$ cat src/rtl/pixel_fb_writer_pkg.sv
// Shared definitions for the 160x120 pixel framebuffer writer: geometry,
// widths, state encoding and the linear address computation.
package pixel_fb_writer_pkg;

  localparam int X_MAX      = 160;
  localparam int Y_MAX      = 120;
  localparam int ADDR_W     = 15;
  localparam int COLOR_W    = 9;
  localparam int FIFO_DEPTH = 4;
  localparam int PIX_COUNT  = X_MAX * Y_MAX;

  localparam logic [COLOR_W-1:0] CLEAR_COLOR = 9'd0;
  localparam logic [ADDR_W-1:0]  LAST_ADDR   = ADDR_W'(PIX_COUNT - 1);
  localparam logic [ADDR_W-1:0]  SWEEP_END   = ADDR_W'(PIX_COUNT);

  typedef enum logic [1:0] {
    ST_IDLE  = 2'd0,
    ST_DRAIN = 2'd1,
    ST_CLEAR = 2'd2
  } fbw_state_e;

  // Row-major linear address; with X_MAX=160 this reduces to (y<<7)+(y<<5)+x.
  function automatic logic [ADDR_W-1:0] pix_addr(input logic [7:0] x, input logic [6:0] y);
    return ADDR_W'(y) * ADDR_W'(X_MAX) + ADDR_W'(x);
  endfunction

endpackage

$ cat src/rtl/pixel_fb_writer_if.sv
// Pixel-stream input bundle and framebuffer write-port bundle.
// Pixel side: a pixel transfers on an edge with in_valid && in_ready; fb side: a write completes on an edge with fb_we && !fb_stall.
interface pix_stream_if;
  import pixel_fb_writer_pkg::*;

  logic [7:0]         in_x;
  logic [6:0]         in_y;
  logic [COLOR_W-1:0] in_color;
  logic               in_valid;
  logic               in_ready;
  logic               clear_req;
  logic               clear_busy;
  logic [7:0]         dropped_cnt;

  modport master (
    output in_x, in_y, in_color, in_valid, clear_req,
    input  in_ready, clear_busy, dropped_cnt
  );

  modport slave (
    input  in_x, in_y, in_color, in_valid, clear_req,
    output in_ready, clear_busy, dropped_cnt
  );
endinterface

interface fb_write_if;
  import pixel_fb_writer_pkg::*;

  logic [ADDR_W-1:0]  fb_addr;
  logic [COLOR_W-1:0] fb_data;
  logic               fb_we;
  logic               fb_stall;

  modport master (
    output fb_addr, fb_data, fb_we,
    input  fb_stall
  );

  modport slave (
    input  fb_addr, fb_data, fb_we,
    output fb_stall
  );
endinterface

$ cat src/rtl/pixel_fb_writer_sync_fifo.sv
// Small synchronous FIFO with the head entry presented combinationally.
// Push when full and pop when empty are ignored.
module sync_fifo #(
  parameter int WIDTH = 8,
  parameter int DEPTH = 4
) (
  input  logic             clk,
  input  logic             reset,
  input  logic             push_i,
  input  logic [WIDTH-1:0] data_i,
  input  logic             pop_i,
  output logic [WIDTH-1:0] head_o,
  output logic             full_o,
  output logic             empty_o
);
  localparam int AW = $clog2(DEPTH);

  logic [WIDTH-1:0] mem_q [DEPTH];
  logic [AW:0]      wr_ptr_q;
  logic [AW:0]      rd_ptr_q;
  logic             do_push;
  logic             do_pop;

  // Extra pointer bit distinguishes full from empty when the indices match.
  assign empty_o = (wr_ptr_q == rd_ptr_q);
  assign full_o  = (wr_ptr_q[AW] != rd_ptr_q[AW]) && (wr_ptr_q[AW-1:0] == rd_ptr_q[AW-1:0]);
  assign do_push = push_i && !full_o;
  assign do_pop  = pop_i && !empty_o;
  assign head_o  = mem_q[rd_ptr_q[AW-1:0]];

  always_ff @(posedge clk) begin
    if (reset) begin
      wr_ptr_q <= '0;
      rd_ptr_q <= '0;
    end else begin
      if (do_push) wr_ptr_q <= wr_ptr_q + 1'b1;
      if (do_pop)  rd_ptr_q <= rd_ptr_q + 1'b1;
    end
  end

  always_ff @(posedge clk) begin
    if (do_push) mem_q[wr_ptr_q[AW-1:0]] <= data_i;
  end

endmodule

$ cat src/rtl/pixel_fb_writer.sv
// Converts the (x, y, color) pixel stream into buffered framebuffer writes
// and runs a full-screen clear sweep on request.
module pixel_fb_writer
  import pixel_fb_writer_pkg::*;
(
  input  logic        clk,
  input  logic        reset,
  pix_stream_if.slave pix,
  fb_write_if.master  fb,
  output fbw_state_e  dbg_state_o
);
  localparam int ENTRY_W = ADDR_W + COLOR_W;

  fbw_state_e         state_q;
  logic [ADDR_W-1:0]  sweep_q;
  logic [ADDR_W-1:0]  fb_addr_q;
  logic [COLOR_W-1:0] fb_data_q;
  logic               fb_we_q;
  logic [7:0]         dropped_q;

  logic               in_range;
  logic               in_ready;
  logic               push;
  logic               drop;
  logic               out_free;
  logic               write_done;
  logic               pop;
  logic               fifo_full;
  logic               fifo_empty;
  logic [ENTRY_W-1:0] fifo_head;

  assign in_range   = (pix.in_x < 8'(X_MAX)) && (pix.in_y < 7'(Y_MAX));
  assign in_ready   = (state_q == ST_IDLE) && !fifo_full;
  assign push       = pix.in_valid && in_ready && in_range;
  assign drop       = pix.in_valid && !push;
  assign out_free   = !fb_we_q || !fb.fb_stall;
  assign write_done = fb_we_q && !fb.fb_stall;
  assign pop        = out_free && !fifo_empty && (state_q != ST_CLEAR);

  sync_fifo #(
    .WIDTH (ENTRY_W),
    .DEPTH (FIFO_DEPTH)
  ) u_fifo (
    .clk     (clk),
    .reset   (reset),
    .push_i  (push),
    .data_i  ({pix_addr(pix.in_x, pix.in_y), pix.in_color}),
    .pop_i   (pop),
    .head_o  (fifo_head),
    .full_o  (fifo_full),
    .empty_o (fifo_empty)
  );

  always_ff @(posedge clk) begin
    if (reset) begin
      state_q   <= ST_IDLE;
      sweep_q   <= '0;
      fb_we_q   <= 1'b0;
      fb_addr_q <= '0;
      fb_data_q <= '0;
      dropped_q <= '0;
    end else begin
      if (drop && (dropped_q != 8'hFF)) dropped_q <= dropped_q + 8'd1;

      // sweep_q counts addresses already loaded into the output stage.
      if (out_free) begin
        if ((state_q == ST_CLEAR) && (sweep_q != SWEEP_END)) begin
          fb_we_q   <= 1'b1;
          fb_addr_q <= sweep_q;
          fb_data_q <= CLEAR_COLOR;
          sweep_q   <= sweep_q + 1'b1;
        end else if ((state_q != ST_CLEAR) && !fifo_empty) begin
          fb_we_q   <= 1'b1;
          fb_addr_q <= fifo_head[ENTRY_W-1:COLOR_W];
          fb_data_q <= fifo_head[COLOR_W-1:0];
        end else begin
          fb_we_q   <= 1'b0;
        end
      end

      case (state_q)
        ST_IDLE: begin
          if (pix.clear_req) begin
            state_q <= ST_DRAIN;
            sweep_q <= '0;
          end
        end
        ST_DRAIN: begin
          if (fifo_empty && out_free) state_q <= ST_CLEAR;
        end
        ST_CLEAR: begin
          if (write_done && (fb_addr_q == LAST_ADDR)) state_q <= ST_IDLE;
        end
        default: state_q <= ST_IDLE;
      endcase
    end
  end

  assign pix.in_ready    = in_ready;
  assign pix.clear_busy  = (state_q != ST_IDLE);
  assign pix.dropped_cnt = dropped_q;
  assign fb.fb_addr      = fb_addr_q;
  assign fb.fb_data      = fb_data_q;
  assign fb.fb_we        = fb_we_q;
  assign dbg_state_o     = state_q;

endmodule

$ cat src/flat_wrapper.sv
// flat-port wrapper written by rule: the top's interface ports become plain ports
module pixel_fb_writer_flat import pixel_fb_writer_pkg::*;
  (clk, reset, dbg_state_o, pix_in_x, pix_in_y, pix_in_color, pix_in_valid, pix_clear_req, pix_in_ready, pix_clear_busy, pix_dropped_cnt, fb_fb_addr, fb_fb_data, fb_fb_we, fb_fb_stall);
  pix_stream_if pix_i ();
  fb_write_if fb_i ();
  input  logic clk;
  input  logic reset;
  output fbw_state_e dbg_state_o;
  input wire logic [$bits(pix_i.in_x)-1:0] pix_in_x;
  input wire logic [$bits(pix_i.in_y)-1:0] pix_in_y;
  input wire logic [$bits(pix_i.in_color)-1:0] pix_in_color;
  input wire logic [$bits(pix_i.in_valid)-1:0] pix_in_valid;
  input wire logic [$bits(pix_i.clear_req)-1:0] pix_clear_req;
  output wire logic [$bits(pix_i.in_ready)-1:0] pix_in_ready;
  output wire logic [$bits(pix_i.clear_busy)-1:0] pix_clear_busy;
  output wire logic [$bits(pix_i.dropped_cnt)-1:0] pix_dropped_cnt;
  output wire logic [$bits(fb_i.fb_addr)-1:0] fb_fb_addr;
  output wire logic [$bits(fb_i.fb_data)-1:0] fb_fb_data;
  output wire logic [$bits(fb_i.fb_we)-1:0] fb_fb_we;
  input wire logic [$bits(fb_i.fb_stall)-1:0] fb_fb_stall;
  assign pix_i.in_x = pix_in_x;
  assign pix_i.in_y = pix_in_y;
  assign pix_i.in_color = pix_in_color;
  assign pix_i.in_valid = pix_in_valid;
  assign pix_i.clear_req = pix_clear_req;
  assign pix_in_ready = pix_i.in_ready;
  assign pix_clear_busy = pix_i.clear_busy;
  assign pix_dropped_cnt = pix_i.dropped_cnt;
  assign fb_fb_addr = fb_i.fb_addr;
  assign fb_fb_data = fb_i.fb_data;
  assign fb_fb_we = fb_i.fb_we;
  assign fb_i.fb_stall = fb_fb_stall;
  pixel_fb_writer u_core (.clk(clk), .reset(reset), .pix(pix_i), .fb(fb_i), .dbg_state_o(dbg_state_o));
endmodule
$ cat config.mk
export PLATFORM = sky130hd
export DESIGN_NAME = pixel_fb_writer_flat
export DESIGN_NICKNAME = d
export VERILOG_FILES = /design/src/rtl/pixel_fb_writer_pkg.sv /design/src/rtl/pixel_fb_writer_if.sv /design/src/rtl/pixel_fb_writer_sync_fifo.sv /design/src/rtl/pixel_fb_writer.sv /design/src/flat_wrapper.sv
export SDC_FILE = /design/constraint.sdc
export NUM_CORES = 1
export LEC_CHECK = 0
export CORE_MARGIN = 3
export CORE_UTILIZATION = 38
export CTS_CLUSTER_SIZE = 14
export DETAILED_ROUTE_END_ITERATION = 10
export GPL_ROUTABILITY_DRIVEN = 0
export GPL_TIMING_DRIVEN = 0
export PLACE_DENSITY_LB_ADDON = 0.3
export SYNTH_ARGS = -nofsm -noshare
export SYNTH_HDL_FRONTEND = slang
export SYNTH_HIERARCHICAL = 1
export SYNTH_SLANG_ARGS = --single-unit
$ cat constraint.sdc
create_clock -name clk -period 4.5 [get_ports clk]
set_input_delay 0.9 -clock clk [delete_from_list [all_inputs] [get_ports clk]]
set_output_delay 0.9 -clock clk [all_outputs]
set_load 0.01 [all_outputs]
== After elaboration in Yosys (flattened, before gate mapping) ==
Memory sizes are Yosys's and may differ from the RTL's. A register that Yosys moved wholly into a read port is not among the register bits.
Index checks and enable logic that the tools add are counted.

* Order comparisons: 2
* Mux-type cells: 18
* Eq/ne operators: 12
* Add/sub/neg operators: 5
* Reductions and logical operators: 27
* $mul: 1

{| class="wikitable"
|+ Operator list
! cell !! count
|-
| 15-bit two-way mux || 6
|-
| 9-bit two-way mux || 2
|-
| 1-bit logical AND || 16
|-
| 15-bit by 1-bit adder with 15-bit output, second input constant || 1
|-
| 15-bit by 8-bit adder with 15-bit output || 1
|-
| 15-bit == test, second input constant || 1
|-
| 15-bit inequality test, second input constant || 1
|-
| 7-bit by 3-bit multiplier with 10-bit output, second input constant || 1
|-
| 2-bit two-way mux || 5
|-
| 8-bit by 1-bit adder with 8-bit output, second input constant || 1
|-
| 8-bit less-than comparator, second input constant || 1
|-
| 8-bit inequality test, second input constant || 1
|-
| 7-bit less-than comparator, second input constant || 1
|-
| 3-bit by 1-bit adder with 3-bit output, second input constant || 2
|-
| 2-bit inequality test, second input constant || 3
|-
| 2-bit one-hot mux with 3 select lines || 1
|-
| 1-bit logical NOT || 5
|-
| 1-bit two-way mux || 4
|-
| 2-bit nonzero test || 2
|-
| 3-bit == test || 1
|-
| 3-bit AND reduction || 1
|-
| 2-bit by 1-bit == test with 1-bit output, second input constant || 1
|-
| 2-bit == test || 1
|-
| 2-bit == test, second input constant || 1
|-
| 5 further kinds || 5
|}

* Word-level logic and storage cells: 74
* Bits of input ports: 29
* Register bits: 56
* Memories: 1
* Memory bits (writable): 96
* Output and inout bits: 37

{| class="wikitable"
|+ Memories
! memory !! depth !! width !! read ports !! clocked after Yosys merged registers in !! wr ports !! RTL line !! text
|-
| u_core.u_fifo.mem_q || 4 || 24 || 1 || 1 || 1 || pixel_fb_writer_sync_fifo.sv:18 || <nowiki>logic [WIDTH-1:0] mem_q [DEPTH];</nowiki>
|}

== Depth between registers and ports, before layout ==
Gate-level depths: netlist of the first run.

* Depth after elaboration: 9
* Gate-level depth with buffers: 11
* Gate-level depth less buffers: 9

== Modules after synthesis ==
Netlist of the first run, hierarchy kept.

{| class="wikitable"
|+ By module, submodules not included
! module !! seq. area each (µm²) !! times used !! cells an instance !! area an instance (µm²)
|-
| sync_fifo || 3042.9 || 1 || 194 || 4038.9
|-
| pixel_fb_writer || 1001.0 || 1 || 330 || 2901.5
|}

== Worst setup path before layout of the first run ==
Ideal clock, no wire load.

* Path type: flip-flop to flip-flop
* From: register u_core.u_fifo.rd_ptr_q[1]
* To: memory u_core/u_fifo/mem_q[3][0] (netlist name), enable pin
* Clock period less this slack: 3.481 ns
* Data arrival time: 3.061 ns
* Setup time: 0.420 ns
* Cell stages (with the launch flop): 10
* Data required time: 4.080 ns
* Buffers on the path: 1
* Path slack: 1.019 ns
* Path through: dfxtp_1 clkbuf_4 xnor2_1 nand2_1 nor2_1 nor3_1 and3_1 and2_1 nand2_1 a31oi_1

* Cells in the longest elaborated chain, start to end: 9

{| class="wikitable"
|+ Ends and longest elaborated chain
! what !! RTL line !! text
|-
| from (decl) || pixel_fb_writer_sync_fifo.sv:20 || <nowiki>logic [AW:0] rd_ptr_q;</nowiki>
|-
| from (signal assigned) || pixel_fb_writer_sync_fifo.sv:37 || <nowiki>if (do_pop) rd_ptr_q <= rd_ptr_q + 1'b1;</nowiki>
|-
| 2-bit == test || pixel_fb_writer_sync_fifo.sv:26 || <nowiki>assign full_o = (wr_ptr_q[AW] != rd_ptr_q[AW]) && (wr_ptr_q[AW-1:0] == rd_ptr_q[AW-1:0]);</nowiki>
|-
| 1-bit logical AND || pixel_fb_writer_sync_fifo.sv:26 ||
|-
| via u_core.fifo_full || pixel_fb_writer.sv:28 || <nowiki>logic fifo_full;</nowiki>
|-
| 1-bit logical NOT || pixel_fb_writer.sv:33 || <nowiki>assign in_ready = (state_q == ST_IDLE) && !fifo_full;</nowiki>
|-
| 1-bit logical AND || pixel_fb_writer.sv:33 ||
|-
| via pix_in_ready || flat_wrapper.sv:14 || <nowiki>output wire logic [$bits(pix_i.in_ready)-1:0] pix_in_ready;</nowiki>
|-
| 1-bit logical AND (2 in series) || pixel_fb_writer.sv:34 || <nowiki>assign push = pix.in_valid && in_ready && in_range;</nowiki>
|-
| via u_core.push || pixel_fb_writer.sv:23 || <nowiki>logic push;</nowiki>
|-
| 1-bit logical AND || pixel_fb_writer_sync_fifo.sv:27 || <nowiki>assign do_push = push_i && !full_o;</nowiki>
|-
| 1-bit two-way mux || pixel_fb_writer_sync_fifo.sv:42 || <nowiki>if (do_push) mem_q[wr_ptr_q[AW-1:0]] <= data_i;</nowiki>
|-
| 1-bit two-way mux (implied by the code) || pixel_fb_writer_sync_fifo.sv:42 ||
|-
| to (decl) || pixel_fb_writer_sync_fifo.sv:18 ||
|}

The timed path passes the listed nets, and every way through them passes these cells.

== Worst setup path in the final report of the first run ==
* From: input port pix_in_x[6]
* To: memory u_core/u_fifo/mem_q[1][17] (netlist name), enable pin

* Cells in the longest elaborated chain, start to end: 6

{| class="wikitable"
|+ Ends and longest elaborated chain
! what !! RTL line !! text
|-
| from (decl) || flat_wrapper.sv:9 || <nowiki>input wire logic [$bits(pix_i.in_x)-1:0] pix_in_x;</nowiki>
|-
| 8-bit less-than comparator || pixel_fb_writer.sv:32 || <nowiki>assign in_range = (pix.in_x < 8'(X_MAX)) && (pix.in_y < 7'(Y_MAX));</nowiki>
|-
| 1-bit logical AND || pixel_fb_writer.sv:32 ||
|-
| 1-bit logical AND || pixel_fb_writer.sv:34 ||
|-
| via u_core.push || pixel_fb_writer.sv:23 ||
|-
| 1-bit logical AND || pixel_fb_writer_sync_fifo.sv:27 ||
|-
| 1-bit two-way mux || pixel_fb_writer_sync_fifo.sv:42 ||
|-
| 1-bit two-way mux (implied by the code) || pixel_fb_writer_sync_fifo.sv:42 ||
|}

The timed path passes the listed nets, and every way through them passes these cells.

==> results by group, run 1 <==
Synth
  • Library cells used by synthesis: 63
  • Post-Synthesis Mean Instance Area: 13.2 sq um
  • Most area-consuming cells after synthesis: sky130_fd_sc_hd__edfxtp_1 (42%), sky130_fd_sc_hd__dfxtp_1 (17%), sky130_fd_sc_hd__mux4_2 (7.8%)
  • Mapped Nets: 576
  • Register area share after synthesis: 58.3%
  • Yosys top cell area share: 41.5%
  • Number of enable flip-flop cells after synthesis: 96
  • Share of synthesized registers carrying an async set or reset: 0%
  • Primary FF master, synth: sky130_fd_sc_hd__edfxtp_1
  • Synthesized netlist cell count: around 520
  • Synthesized cell area: 6940 sq um
  • Library cell with the largest summed area after synthesis: sky130_fd_sc_hd__edfxtp_1
  • Register bit count reported by yosys: 154
  • Yosys warning count: 6

Worst setup path
  • Arrival time at the worst endpoint: about 3.9 ns
  • Critical path endpoint category: flip-flop
  • Classification of the worst setup path: primary input to flip-flop
  • Register-to-Register Setup Slack: 0.73 ns
  • Worst-path fanout max: 24
  • R2R Path Start: u_core/u_fifo/wr_ptr_q[0]
  • Worst r2r path cells: 9
  • Reg-to-Reg End: u_core/u_fifo/mem_q[1][17]
  • Required time of the worst setup path: 4.52 ns
  • Category of the worst setup path launch point: primary input

Finish
  • Layout area overhead: 22.2%
  • Area used by multi-input combinational logic: 2670 sq um
  • Most common cell after layout, fill and taps aside: sky130_fd_sc_hd__edfxtp_1
  • # nets final: 660
  • Fraction of final layout cells sized beyond drive strength 1: 15.6%
  • Antenna cells: 0
  • Final non-filler cell total: ~850
  • Highest-count cells in the layout ignoring fill and taps: sky130_fd_sc_hd__edfxtp_1 (96), sky130_fd_sc_hd__clkdlybuf4s50_1 (64), sky130_fd_sc_hd__dfxtp_1 (58), sky130_fd_sc_hd__nor2_1 (46), sky130_fd_sc_hd__nand2_1 (31)
  • Register Area: 4040 sq um
  • Number of filler cells placed in the layout: roughly 1500

Min path
  • Hold worst-path end: u_core/fb.fb_data[7]
  • Class of the most critical hold timing path: flip-flop to flip-flop
  • Number of cells traversed by the worst hold path: 2
  • Hold_sp: u_core/fb.fb_data[7]

Power and ir drop
  • Leakage power figure: 2.80 nW
  • Power share of the sequential group: ~40%
  • Gate power share: 29.4%
  • Power density relative to cell area: between 500 and 600 nW/um^2
  • Part of the total power dissipated in the clock network: 30.4%
  • P_int: 3.10 mW
  • Peak ir drop on the vdd network: 305 uV
  • Fraction of power spent switching nets: 31.7%
  • Switching pwr: 1.44 mW

CTS
  • Count of instances resized after the clock tree is built: 0
  • TritonCTS clock tree: built
  • Number of clock sinks: 154
  • Total CTS buffers: 17
  • Hold bufs inserted after CTS: 0
  • Root buffer selected by CTS: sky130_fd_sc_hd__clkbuf_16
  • Clk slew on worst S/H paths: 0.06 ns
  • Bufs on Longest Clock Path: 2
  • Later-pin clock latency in the skew report: 0.42 ns
  • Post-CTS Setup Repair Bufs: 0
  • Htree depth: 4

STA
  • Worst hold slack: 0.469 ns
  • Worst Clk Skew: 0.00882 ns
  • Worst Tran Pin Value: 1.31 ns
  • Highest Clock Rate: 258 MHz
  • RSZ-0062 raised after global routing: no
  • Headroom to the max-slew limit: 12.7%
  • Post-route setup TNS: 0 ns
  • Number of hold-slack violations in the final timing report: 0
  • Min Tclk post-route: 3.87 ns
  • Final cycle utilization of the critical path: 86.0%
  • Final setup violation count: 0
  • Final-report max-slew violation count: 0

Global routing
  • Largest net degree at the start of global routing: 25
  • Initial antenna violation count: 0
  • Congestion Overflow GR: 0
  • Number of global-route vias before repair: about 4700
  • GRT Util Overall: 15.9%
  • Global-route wire length before repair: 24.6 mm

Detailed routing
  • Violation count after the first detailed-route iteration: 339
  • Per-cell via count in the routed design: 5.37
  • First-pass iteration count of the detailed router: 5
  • Remaining design rule violation count: 0
  • Vias after detailed routing: about 4500
  • Routed len/inst: 18.0 um
  • Total wirelength of the detailed-routed design: 15.2 mm
  • Final antenna-violating net count: 0

Floorplanning
  • Number of top-level pins: 66
  • Die H: 141 um
  • Overall die width: 141 um
  • FP Rows: 48
  • Initial Util: 39.4%
  • CORE AREA: ~18000 sq um
  • Area of the die: roughly 20000 sq um

Flow run
  • Total of max-cap violations: 0

Place
  • Hpwl dp: ~11 mm
  • Number of port buffers: 64
  • Number of placed instances, taps included: 814

Run status
  • Outcome: finished, final reports clean
## flip-flops by register name, indices dropped and copies added, names as in the netlist, named ones only
signal,cells
u_core/u_fifo/mem_q,96
u_core/fb.fb_addr,15
u_core/u_fifo/wr_ptr_q,3
u_core/u_fifo/rd_ptr_q,3
u_core/fb.fb_data,9
u_core/sweep_q,15
u_core/dbg_state_o,2
u_core/pix.dropped_cnt,8
u_core/fb.fb_we,1
## worst max-delay path by stage
stage	start	to	cells after the start
6_report	pix_in_x[6]	u_core/u_fifo/mem_q[1][17]	7
3_5_place_dp	pix_in_x[6]	u_core/u_fifo/mem_q[0][14]	7
5_1_grt	pix_in_x[6]	u_core/u_fifo/mem_q[0][18]	7
2_1_floorplan	u_core/u_fifo/rd_ptr_q[1]	u_core/u_fifo/mem_q[3][0]	9
4_1_cts	pix_in_x[6]	u_core/u_fifo/mem_q[0][14]	7
3_3_place_gp	pix_in_x[6]	u_core/u_fifo/mem_q[3][13]	6
## logic make-up (layout without fill, tap and decap cells)
kind of cell	Yosys count	after routing	share of synthesized area [%]
simple gates	175	175	13.9
flops	154	154	58.3
compound gates	75	75	7.64
buf+inv	37	134	3.43
xor+xnor	33	33	4.16
mux	27	27	8.22
fa+ha+maj	23	23	4.36
## metal layers
layer | GRT usage [%] | wire length (um)
met5 | 0 | 0
met4 | 6.73 | 366
met2 | 26.7 | 7490
met3 | 3.90 | 756
met1 | 19.6 | 6590
## power by group through the flow
stage	clock, mW	sequential, mW	combinational [mW]
2_1_floorplan	0	1.86	0.802
3_3_place_gp	0	1.85	1.32
3_5_place_dp	0	1.86	1.34
4_1_cts	1.41	1.83	1.35
5_1_grt	1.48	1.85	1.46
6_report	1.38	1.83	1.33
## critical path, stage by stage
cell and delay (ns):
sky130_fd_sc_hd__clkdlybuf4s50_1 0.45, sky130_fd_sc_hd__o21ai_0 0.55, sky130_fd_sc_hd__and3_1 0.33, sky130_fd_sc_hd__and2_1 0.28, sky130_fd_sc_hd__inv_1 0.09, sky130_fd_sc_hd__a31oi_1 0.23, sky130_fd_sc_hd__and2_1 1.04
## final cells by class
type | instances | share of cell area, %
Inverter | 14 | 0.620
Timing Repair Buffer | 65 | 7.79
Multi-Input combinational cell | 333 | 31.5
Clock inverter | 14 | 1.79
Tap cell | 225 | 3.32
Sequential cell | 154 | 47.7
Buffer | 23 | 2.18
Clock buffer | 18 | 5.06
## Yosys cell counts, types with 4 or more instances
cell                        n
sky130_fd_sc_hd__nor3b_1    6
sky130_fd_sc_hd__dfxtp_1   58
sky130_fd_sc_hd__a31oi_1    7
sky130_fd_sc_hd__inv_1     14
sky130_fd_sc_hd__nor4_1     4
sky130_fd_sc_hd__nor3_1    14
sky130_fd_sc_hd__nor4b_1    4
sky130_fd_sc_hd__a21oi_1   19
sky130_fd_sc_hd__xor2_1     7
sky130_fd_sc_hd__mux4_2    24
sky130_fd_sc_hd__o211ai_1   5
sky130_fd_sc_hd__ha_1      21
sky130_fd_sc_hd__nand4_1    9
sky130_fd_sc_hd__nand3_1   21
sky130_fd_sc_hd__a221oi_1   9
sky130_fd_sc_hd__nor3_2     8
sky130_fd_sc_hd__nand2_1   31
sky130_fd_sc_hd__xnor2_1   26
sky130_fd_sc_hd__and3_1     5
sky130_fd_sc_hd__edfxtp_1  96
sky130_fd_sc_hd__buf_6      5
sky130_fd_sc_hd__and2_1     5
sky130_fd_sc_hd__nor2_1    46
sky130_fd_sc_hd__clkbuf_1   4
sky130_fd_sc_hd__o21ai_0   12
## per-stage QoR
step | utilization [%] | instance area (sq um) | total power, mW | setup WS (ns)
detailed placement | 44.9 | 7900 | 3.20 | 0.0372
CTS | 48.2 | 8480 | 4.59 | 0.469
floorplan | - | 6940 | 2.67 | 1.02
global route | 48.2 | 8480 | 4.79 | 0.359
global placement | 44.7 | 7860 | 3.17 | -1.02
finish | 48.2 | 8480 | 4.54 | 0.630
No activity file was read; power rests on OpenSTA's default activity.
==> inputs of run 2 (changes only) <==
--- a/config.mk
+++ b/config.mk
@@ -5,6 +5,8 @@
 export SDC_FILE = /design/constraint.sdc
 export NUM_CORES = 1
 export LEC_CHECK = 0
+export CELL_PAD_IN_SITES_DETAIL_PLACEMENT = 0
+export CELL_PAD_IN_SITES_GLOBAL_PLACEMENT = 1
 export CORE_MARGIN = 3
 export CORE_UTILIZATION = 38
 export CTS_CLUSTER_SIZE = 14
@@ -14,5 +16,4 @@
 export PLACE_DENSITY_LB_ADDON = 0.3
 export SYNTH_ARGS = -nofsm -noshare
 export SYNTH_HDL_FRONTEND = slang
-export SYNTH_HIERARCHICAL = 1
 export SYNTH_SLANG_ARGS = --single-unit
==> run 2 against run 1 <==
Against the previous run: worst setup slack improved by 0.59 ns; cell area decreased by 4.2%; final cell count decreased by 4.6%; combinational power decreased by 9%; clock skew about the same; sequential power decreased by 3%; critical path type unchanged; largest cell class unchanged.
==> results by group, run 2 <==
Detailed routing
  • Violation count after the first detailed-route iteration: 393 (+16%)
  • Routed len/inst: 17.1 um (-4.6%)
  • Final antenna-violating net count: 0 (unchanged)
  • First-pass iteration count of the detailed router: 4 (-1)
  • Total wirelength of the detailed-routed design: 13.8 mm (-9.0%)
  • Remaining design rule violation count: 0 (unchanged)
  • Per-cell via count in the routed design: 5.22 (-2.9%)
  • Vias after detailed routing: 4210 (-7.3%)
  • Met2 wire length: 6.71 mm (-10%)
  • Post-Route M1 WL: 6.48 mm (-1.6%)
  • Total met3 wirelength after detailed routing: 527 um (-30%)
  • Highest layer used for signal routing: met4

Floorplanning
  • CORE AREA: 16800 sq um (-4.4%)
  • FP Rows: 47 (-2.1%)
  • Initial Util: 39.4% (about the same)
  • Die H: 138 um (-2.2%)
  • Overall die width: 138 um (-2.2%)
  • Number of top-level pins: 66 (unchanged)
  • Area of the die: 19100 sq um (-4.3%)

Power and ir drop
  • Power share of the sequential group: 40.6% (+0.4 points)
  • Fraction of power spent switching nets: 30.6% (-1.1 points)
  • Power density relative to cell area: 537 nW/um^2 (+0.23%)
  • Peak ir drop on the vdd network: 329 uV (+7.9%)
  • Gate power share: 27.8% (-1.6 points)
  • P_int: 3.03 mW (-2.5%)
  • Leakage power figure: 2.86 nW (+2.1%)
  • Part of the total power dissipated in the clock network: 31.5% (+1.1 points)
  • Switching pwr: 1.33 mW (-7.3%)

Finish
  • # nets final: 626 (-5.2%)
  • Most common cell after layout, fill and taps aside: sky130_fd_sc_hd__edfxtp_1
  • Fraction of final layout cells sized beyond drive strength 1: 11.8% (-3.9 points)
  • Layout area overhead: 22.5%
  • Antenna cells: 0 (unchanged)
  • Share of the core filled with cells in the final layout: 48.3% (+0.11 points)
  • Number of flip-flops in the largest register: 96 (unchanged)
  • Highest-count cells in the layout ignoring fill and taps: sky130_fd_sc_hd__edfxtp_1 (96), sky130_fd_sc_hd__clkdlybuf4s50_1 (64), sky130_fd_sc_hd__nor2_1 (58), sky130_fd_sc_hd__dfxtp_1 (58), sky130_fd_sc_hd__mux4_2 (24)

Worst setup path
  • R2R Path Start: u_core.u_fifo.wr_ptr_q[0]
  • CP cell instances: clkdlybuf4s50_1 > ha_1 > ha_1 > fa_1 > xor2_1 > nand3_1 > nor4_1 > xor2_1
  • Critical Path Sink: u_core.u_fifo.mem_q[2][21]
  • Worst-path fanout max: 4 (-83%)
  • Reg-to-Reg End: u_core.u_fifo.mem_q[1][18]
  • Arrival time at the worst endpoint: 3.48 ns (-0.41 ns)
  • Classification of the worst setup path: primary input to flip-flop
  • Required time of the worst setup path: 4.70 ns (+0.18 ns)
  • Register-to-Register Setup Slack: 1.98 ns (+1.25 ns)
  • Slowest stage cell, crit path: sky130_fd_sc_hd__clkdlybuf4s50_1
  • Worst r2r path cells: 4 (-5)
  • Critical path endpoint category: flip-flop
  • Launch point of the worst path: pix_in_y[1]
  • Category of the worst setup path launch point: primary input
  • Largest stage delay on the critical path: 0.46 ns (-0.58 ns)

STA
  • Final cycle utilization of the critical path: 72.9% (-13 points)
  • Headroom to the max-slew limit: 11.5% (-1.2 points)
  • Final setup violation count: 0 (unchanged)
  • Worst Clk Skew: 0.00872 ns (-0.0000940 ns)
  • Post-route setup TNS: 0 ns (unchanged)
  • Worst hold slack: 0.503 ns (+0.0345 ns)
  • Final-report max-slew violation count: 0 (unchanged)
  • Highest Clock Rate: 305 MHz (+18%)
  • Number of hold-slack violations in the final timing report: 0 (unchanged)
  • Worst Tran Pin Value: 1.33 ns (+0.0176 ns)
  • RSZ-0062 raised after global routing: no
  • Min Tclk post-route: 3.28 ns (-0.590 ns)

Synth
  • Most numerous cell types in the synthesized netlist: sky130_fd_sc_hd__edfxtp_1 (96), sky130_fd_sc_hd__dfxtp_1 (58), sky130_fd_sc_hd__nor2_1 (58)
  • Yosys warning count: 0 (-6)
  • Library cells used by synthesis: 49 (-22%)
  • Register area share after synthesis: 61.0% (+2.7 points)
  • Mapped Nets: 543 (-5.7%)
  • Number of enable flip-flop cells after synthesis: 96 (unchanged)
  • Register bit count reported by yosys: 154 (unchanged)
  • Yosys top cell area share: 43.5% (+2.0 points)
  • Synthesized cell area: 6630 sq um (-4.5%)
  • Share of synthesized registers carrying an async set or reset: 0% (unchanged)
  • Most area-consuming cells after synthesis: sky130_fd_sc_hd__edfxtp_1 (43%), sky130_fd_sc_hd__dfxtp_1 (18%), sky130_fd_sc_hd__mux4_2 (8.2%)
  • Dominant cell by count in the synthesized netlist: sky130_fd_sc_hd__edfxtp_1
  • Library cell with the largest summed area after synthesis: sky130_fd_sc_hd__edfxtp_1
  • Primary FF master, synth: sky130_fd_sc_hd__edfxtp_1
  • Post-Synthesis Mean Instance Area: 13.5 sq um (+1.9%)
  • Synthesized netlist cell count: 491 (-6.3%)

Global routing
  • Largest net degree at the start of global routing: 26 (+4.0%)
  • GRT Util Overall: 14.8% (-1.1 points)
  • Congestion Overflow GR: 0 (unchanged)
  • Initial antenna violation count: 0 (unchanged)
  • Number of global-route vias before repair: 4223 (-10%)
  • Global-route wire length before repair: 22.5 mm (-8.7%)

Place
  • Hpwl dp: 9.66 mm (-11%)
  • Number of port buffers: 64 (unchanged)

CTS
  • Number of clock sinks: 154 (unchanged)
  • TritonCTS clock tree: built
  • Hold bufs inserted after CTS: 0 (unchanged)
  • Later-pin clock latency in the skew report: 0.42 ns (about the same)
  • Total CTS buffers: 17 (unchanged)
  • Clk slew on worst S/H paths: 0.06 ns (about the same)
  • Root buffer selected by CTS: sky130_fd_sc_hd__clkbuf_16
  • Count of instances resized after the clock tree is built: 0 (unchanged)
  • Htree depth: 4 (unchanged)
  • Post-CTS Setup Repair Bufs: 0 (unchanged)
  • Bufs on Longest Clock Path: 2 (unchanged)

Min path
  • Class of the most critical hold timing path: flip-flop to flip-flop

Run status
  • Outcome: finished, final reports clean

Flow run
  • Total of max-cap violations: 0 (unchanged)
-- run 2: worst min path at each step --
stage                         startpoint                   endpoint  slack [ns]  cells past startpoint
6_report       u_core.pix.dropped_cnt[7]  u_core.pix.dropped_cnt[7]        0.50                      2
5_1_grt        u_core.pix.dropped_cnt[7]  u_core.pix.dropped_cnt[7]        0.54                      2
4_1_cts        u_core.pix.dropped_cnt[7]  u_core.pix.dropped_cnt[7]        0.51                      2
3_5_place_dp   u_core.pix.dropped_cnt[5]  u_core.pix.dropped_cnt[5]        0.49                      2
3_3_place_gp        u_core.fb.fb_data[7]       u_core.fb.fb_data[7]        0.49                      2
2_1_floorplan          u_core.sweep_q[1]          u_core.sweep_q[1]        0.47                      2
-- run 2: cells by family after synthesis --
family          count (synthesis)  synth area share [%]
compound gates                 74                  7.74
xor+xnor                       29                  3.83
fa+ha+maj                      23                  4.57
buf+inv                        37                  2.38
flops                         154                  61.0
mux                            36                  9.97
simple gates                  138                  10.5
-- run 2: power by group through the flow --
stage / sequential, mW / combinational (mW) / clock [mW]
after floorplan: 1.82 / 0.726 / 0
after global placement: 1.79 / 1.21 / 0
after detailed placement: 1.80 / 1.23 / 0
after CTS: 1.77 / 1.23 / 1.40
after global routing: 1.79 / 1.34 / 1.47
final: 1.77 / 1.21 / 1.37
-- run 2: per-stage QoR --
| stage | instances | cell area, sq um | total power [mW] | worst slack (ns) |
|---|---|---|---|---|
| floorplan | 491 | 6630 | 2.55 | 1.59 |
| global placement | 775 | 7540 | 3.00 | 0.636 |
| detailed placement | 775 | 7550 | 3.03 | 0.661 |
| CTS | 807 | 8120 | 4.41 | 1.10 |
| global route | 807 | 8120 | 4.60 | 0.970 |
| finish | 807 | 8120 | 4.36 | 1.22 |
-- run 2: routing by layer --
| layer | track usage (%) | vias up |
|---|---|---|
| li1 | - | 2032 |
| met1 | 20.4 | 2084 |
| met2 | 22.9 | 88 |
| met3 | 4.25 | 6 |
| met4 | 4.58 | 0 |
| met5 | 0 | - |
-- run 2: layout make-up --
type	count	area [sq um]
plain buffers	22	101
clock buffers	19	443
clock inverters	13	133
fillers	1552	8700
inverters	15	56.3
multi-input cells	300	2430
flip-flops and latches	154	4040
well taps	220	275
repair buffers	64	641
-- run 2: worst max-delay path, delay by kind of cell --
family | cells | cell delay, ns
fa+ha+maj | 3 | 0.96
simple gates | 2 | 0.56
xor+xnor | 2 | 0.61
buf+inv | 1 | 0.46
